<file path="src/rtl/fifo_ctrl_pkg.sv">
// Shared state codes for the FIFO sequencing controller.
// Imported by the controller top and its pointer sub-block.
package fifo_ctrl_pkg;

   typedef enum logic [2:0] {
      ST_RESET  = 3'd0,
      ST_INIT   = 3'd1,
      ST_IDLE   = 3'd2,
      ST_ACTIVE = 3'd3,
      ST_ERROR  = 3'd4
   } state_t;

   function automatic logic ops_allowed(input state_t s);
      return (s == ST_IDLE) || (s == ST_ACTIVE);
   endfunction

endpackage

</file>
<file path="src/rtl/fifo_ctrl_ptr.sv">
// Wrapping address counter for one side of the FIFO array.
// Advances by one per accepted operation, cleared by sync reset.
module fifo_ctrl_ptr #(
   parameter int width = 2
) (
   input  logic             clk,
   input  logic             reset,
   input  logic             inc,
   output logic [width-1:0] ptr
);

   always_ff @(posedge clk) begin
      if (reset) begin
         ptr <= '0;
      end else if (inc) begin
         ptr <= ptr + 1'b1;
      end
   end

endmodule

</file>
<file path="src/rtl/fifo_controller.sv">
// Push/pop sequencing, occupancy and flag logic for the FIFO array.
// Enables are combinational; everything else is registered.
module fifo_controller
   import fifo_ctrl_pkg::*;
#(
   parameter int address_width = 2,
   parameter int data_width    = 6
) (
   input  logic                   clk,
   input  logic                   reset,
   input  logic                   init,
   input  logic                   push,
   input  logic                   pop,
   input  logic [address_width:0] almost_full_th,
   input  logic [address_width:0] almost_empty_th,
   output logic                   wr_enable,
   output logic                   rd_enable,
   output logic [address_width-1:0] wr_ptr,
   output logic [address_width-1:0] rd_ptr,
   output logic [address_width:0] count,
   output logic                   full,
   output logic                   empty,
   output logic                   almost_full,
   output logic                   almost_empty,
   output logic                   data_valid,
   output logic                   error,
   output logic [2:0]             state
);

   localparam logic [address_width:0] DEPTH =
      (address_width+1)'(1) << address_width;

   state_t cur, nxt;
   logic   bad;
   logic [address_width:0] cnt_next;
   logic [address_width:0] af_q, ae_q, af_n, ae_n;

   assign state = cur;

   fifo_ctrl_ptr #(.width(address_width)) u_wr (
      .clk   (clk),
      .reset (reset),
      .inc   (wr_enable),
      .ptr   (wr_ptr)
   );

   fifo_ctrl_ptr #(.width(address_width)) u_rd (
      .clk   (clk),
      .reset (reset),
      .inc   (rd_enable),
      .ptr   (rd_ptr)
   );

   // Acceptance uses the registered flags of the current occupancy
   always_comb begin
      wr_enable = 1'b0;
      rd_enable = 1'b0;
      bad       = 1'b0;
      if (ops_allowed(cur)) begin
         wr_enable = push && !full;
         rd_enable = pop && !empty;
         bad       = (push && full) || (pop && empty);
      end
   end

   always_comb begin
      cnt_next = count;
      if (wr_enable && !rd_enable) begin
         cnt_next = count + 1'b1;
      end else if (rd_enable && !wr_enable) begin
         cnt_next = count - 1'b1;
      end
   end

   assign af_n = (cur == ST_INIT) ? almost_full_th  : af_q;
   assign ae_n = (cur == ST_INIT) ? almost_empty_th : ae_q;

   always_comb begin
      nxt = cur;
      unique case (cur)
         ST_RESET: nxt = ST_INIT;
         ST_INIT: begin
            if (!init) nxt = ST_IDLE;
         end
         ST_IDLE: begin
            if (bad)            nxt = ST_ERROR;
            else if (wr_enable) nxt = ST_ACTIVE;
            else if (init)      nxt = ST_INIT;
         end
         ST_ACTIVE: begin
            if (bad)
               nxt = ST_ERROR;
            else if (init && count == '0)
               nxt = ST_INIT;
            else if (cnt_next == '0 && !push)
               nxt = ST_IDLE;
         end
         ST_ERROR: nxt = ST_ERROR;
         default:  nxt = ST_RESET;
      endcase
   end

   always_ff @(posedge clk) begin
      if (reset) begin
         cur          <= ST_RESET;
         count        <= '0;
         full         <= 1'b0;
         empty        <= 1'b1;
         almost_full  <= 1'b0;
         almost_empty <= 1'b1;
         data_valid   <= 1'b0;
         error        <= 1'b0;
         af_q         <= '0;
         ae_q         <= '0;
      end else begin
         cur          <= nxt;
         count        <= cnt_next;
         full         <= (cnt_next == DEPTH);
         empty        <= (cnt_next == '0);
         almost_full  <= (cnt_next >= af_n);
         almost_empty <= (cnt_next <= ae_n);
         data_valid   <= rd_enable;
         error        <= error | bad;
         af_q         <= af_n;
         ae_q         <= ae_n;
      end
   end

endmodule

</file>
<file path="config.mk">
export PLATFORM = sky130hd
export DESIGN_NAME = fifo_controller
export DESIGN_NICKNAME = d
export VERILOG_FILES = /design/src/rtl/fifo_ctrl_pkg.sv /design/src/rtl/fifo_ctrl_ptr.sv /design/src/rtl/fifo_controller.sv
export SDC_FILE = /design/constraint.sdc
export NUM_CORES = 1
export LEC_CHECK = 0
export ABC_AREA = 1
export CORE_AREA = 4 4 54 56
export CTS_CLUSTER_SIZE = 30
export DETAILED_ROUTE_END_ITERATION = 10
export DIE_AREA = 0 0 58 60
export HOLD_SLACK_MARGIN = 0.08
export PLACE_DENSITY = 0.8
export SLEW_MARGIN = 40
export SYNTH_ARGS = -nofsm -noshare
export SYNTH_HDL_FRONTEND = slang
export SYNTH_SLANG_ARGS = --single-unit
export TNS_END_PERCENT = 1
</file>
<file path="constraint.sdc">
create_clock -name clk -period 5.9 [get_ports clk]
set_input_delay 0.59 -clock clk [delete_from_list [all_inputs] [get_ports clk]]
set_output_delay 0.59 -clock clk [all_outputs]
set_load 0.03 [all_outputs]
</file>
==> flow_summary.yaml <==
yosys:
  synth-edff-count: 0
  synth_common_cells: "dfxtp_1 (22), inv_1 (21), nor2_1 (21)"
  syn-num-nets: 178
  ys_seq_area_share_pct: 36.4
  ys.flop_type: "dfxtp_1"
  synth_top_area_share_pct: 36.4
  yosysWarnings: 0
  syn_avg_cell_area_um2: 7.67
  ys_top_cells_by_area: "dfxtp_1 (36%), ha_1 (9.3%), inv_1 (6.5%), nor2_1 (6.5%), nand2_1 (6.2%)"
  async_flop_share_pct: 0
  synth.most_common_cell: "dfxtp_1"
  postSynthCellCount: 158
  synth_area_mm2: 0.00121
  ys_ff_latch: 22
  synth_top_area_cell: "dfxtp_1"
  synth_cell_type_count: 25
grt:
  grt_pass1_wl_um: 4280
  antenna_found_initial: 0
  grt_max_degree: 15
  grt_overflow: 0
  grt_pass1_vias: 1018
  gr-usage-all-layers_pct: 15.9
sta:
  setup_viol: 0
  finalWorstPathRequiredPeriod_ps: 2730
  finalMaxSlewViolations: 0
  final-hold-violation-count: 0
  skew_ps: 7.03
  tns_ps: 0
  tightestPinTransition_ps: 648
  rsz0062_at_grt: "no"
  fin_ws_ps: 3170
  period_share_pct: 46.3
  fin_hold_ws_ps: 486
  max_freq_mhz: 366
  relSlewSlack_pct: 56.6
floorplanning:
  pin_count: 29
  dieWidth_um: 58
  fp.dieArea_mm2: 0.00348
  die_h_um: 60
  core.rowCount: 18
  fp.coreArea_mm2: 0.00243
  initial_core_util_pct: 49.8
worst_setup_path:
  r2r_end: "almost_full"
  path_delay_family: "buffers and inverters"
  crit_start: "pop"
  path_depth: 4
  worstPathArrival_ps: 2140
  setup.worst_path.end_class: "primary output"
  cp-endpoint: "rd_enable"
  slowest_stage: "clkdlybuf4s50_1"
  worst_setup_path_start_kind: "input port"
  path_buf_inv: 2
  r2r_cells: 11
  path_cells: "clkdlybuf4s50_1 -> nand2_1 -> nor2_2 -> clkdlybuf4s50_1"
  cp_data_required_time_ps: 5310
  crit_type: "input port to primary output"
  rrSetupSlack_ps: 3620
  cpMostUsedCell: "clkdlybuf4s50_1"
  critPathMaxFanout: 5
  slowest_delay_ps: 710
  reg2reg_from: "state[2]"
drt:
  drcViolationCount: 0
  dr.pass1.iters: 4
  first_iter_violations: 28
  postRouteAntennaNets: 0
  wl_per_cell_um: 11.6
  routed_wirelength_um: 2550
  vias_per_cell: 4.92
  vias: 1077
place:
  place_congestion: 0.867
  placed_cells: 215
  post-place-ws_ps: 3150
  dp_hpwl_um: 2050
  port_buffers: 28
cts:
  clock-sinks: 22
  cts_buffers: 3
  clock-root-buffer: "clkbuf_4"
  h-tree-depth: 1
  cts_buffer_depth: 2
  cts_tree: "yes"
  clk_latency_ps: 310
  postCtsHoldBufs: 0
  post_cts_resized: 0
  clk_pin_slew_ps: 130
  post_cts_buffers: 0
layout:
  drive_gt1_share_pct: 14.8
  nNetsFinal: 210
  area.sequential_um2: 440
  syn2layout_area_growth_pct: 30.3
  fin_cells: 219
  antennaDiodeCount: 0
  multi_input_area_um2: 673
  fillers: 205
power:
  peakVddDrop_mv: 0.210
  power_density_mw_per_mm2: 372
  leakagePower_nw: 0.718
run:
  cap_violations: 0
run_status:
  status: "complete, no violations"
hold_path:
  hold_path.class: "flip-flop to flip-flop"
-- flip-flops by register name (all words and copies together) (netlist names), 2 cells and up --
name / cells
ae_q: 3
af_q: 3
state: 3
count: 3
u_rd.ptr: 2
u_wr.ptr: 2
-- metal layers --
metal | vias to the layer above | part of all wire [%] | global-route usage (%)
li1 | 568 | - | -
met1 | 485 | 45 | 17.0
met2 | 20 | 50 | 30.2
met3 | 4 | 4.6 | 3.02
met4 | 0 | 1.3 | 6.62
met5 | - | 0 | 0
-- per-stage QoR --
step	power [mW]	util, %	cell area (um^2)
floorplan	0.395	-	1210
global placement	0.464	62.7	1530
detailed placement	0.475	62.7	1530
CTS	0.593	64.9	1580
global route	0.631	64.9	1580
finish	0.587	64.9	1580
-- worst reg2reg max path, stage by stage, from the launching register on --
cell	delay [ps]
dfxtp_1	410
nor3_2	590
inv_2	120
o21ai_0	230
inv_1	70
ha_1	270
inv_1	60
nand2_1	50
a21oi_1	150
nor2_1	50
o21ai_0	140
inv_1	50
-- worst min path at each step --
stage / from / to / cells past startpoint
floorplan: ae_q[1] / ae_q[1] / 2
global placement: u_rd.ptr[1] / u_rd.ptr[1] / 2
detailed placement: error / error / 2
CTS: u_rd.ptr[1] / u_rd.ptr[1] / 2
global route: u_rd.ptr[1] / u_rd.ptr[1] / 2
finish: error / error / 2
-- cells by family after synthesis --
logic type / share of synthesized area, %
compound gates: 11.1
mux: 3.31
simple gates: 31.2
xor+xnor: 0.723
flops: 36.4
fa+ha+maj: 9.30
buf+inv: 8.06
-- cell type report --
| cell class | count | area share [%] |
|---|---|---|
| clock buffer | 3 | 1.43 |
| timing repair buffer | 28 | 17.8 |
| multi-input combinational | 110 | 42.7 |
| sequential | 22 | 27.9 |
| inverter | 25 | 5.95 |
| tap | 30 | 2.38 |
| clock inverter | 1 | 1.90 |
-- report_power, final --
group	switching (mW)	total, mW	internal [mW]
Clock	0.0474	0.116	0.0687
Sequential	0.0151	0.189	0.174
Combinational	0.169	0.282	0.114
-- cell usage in the layout (no fill, tap or decap), types with 2 or more instances in the layout --
cell and n:
nand2_2 7, o21ai_0 13, nand3_1 7, dfxtp_1 22, nor2_1 21, a21oi_1 8
mux2i_1 4, inv_2 4, nor3_1 4, nor2_2 2, or2_2 2, nand2_4 2
clkbuf_4 3, inv_1 21, nand2_1 20, clkdlybuf4s50_1 28, ha_1 9, nand3_2 3
No activity file was read; power rests on OpenSTA's default activity.
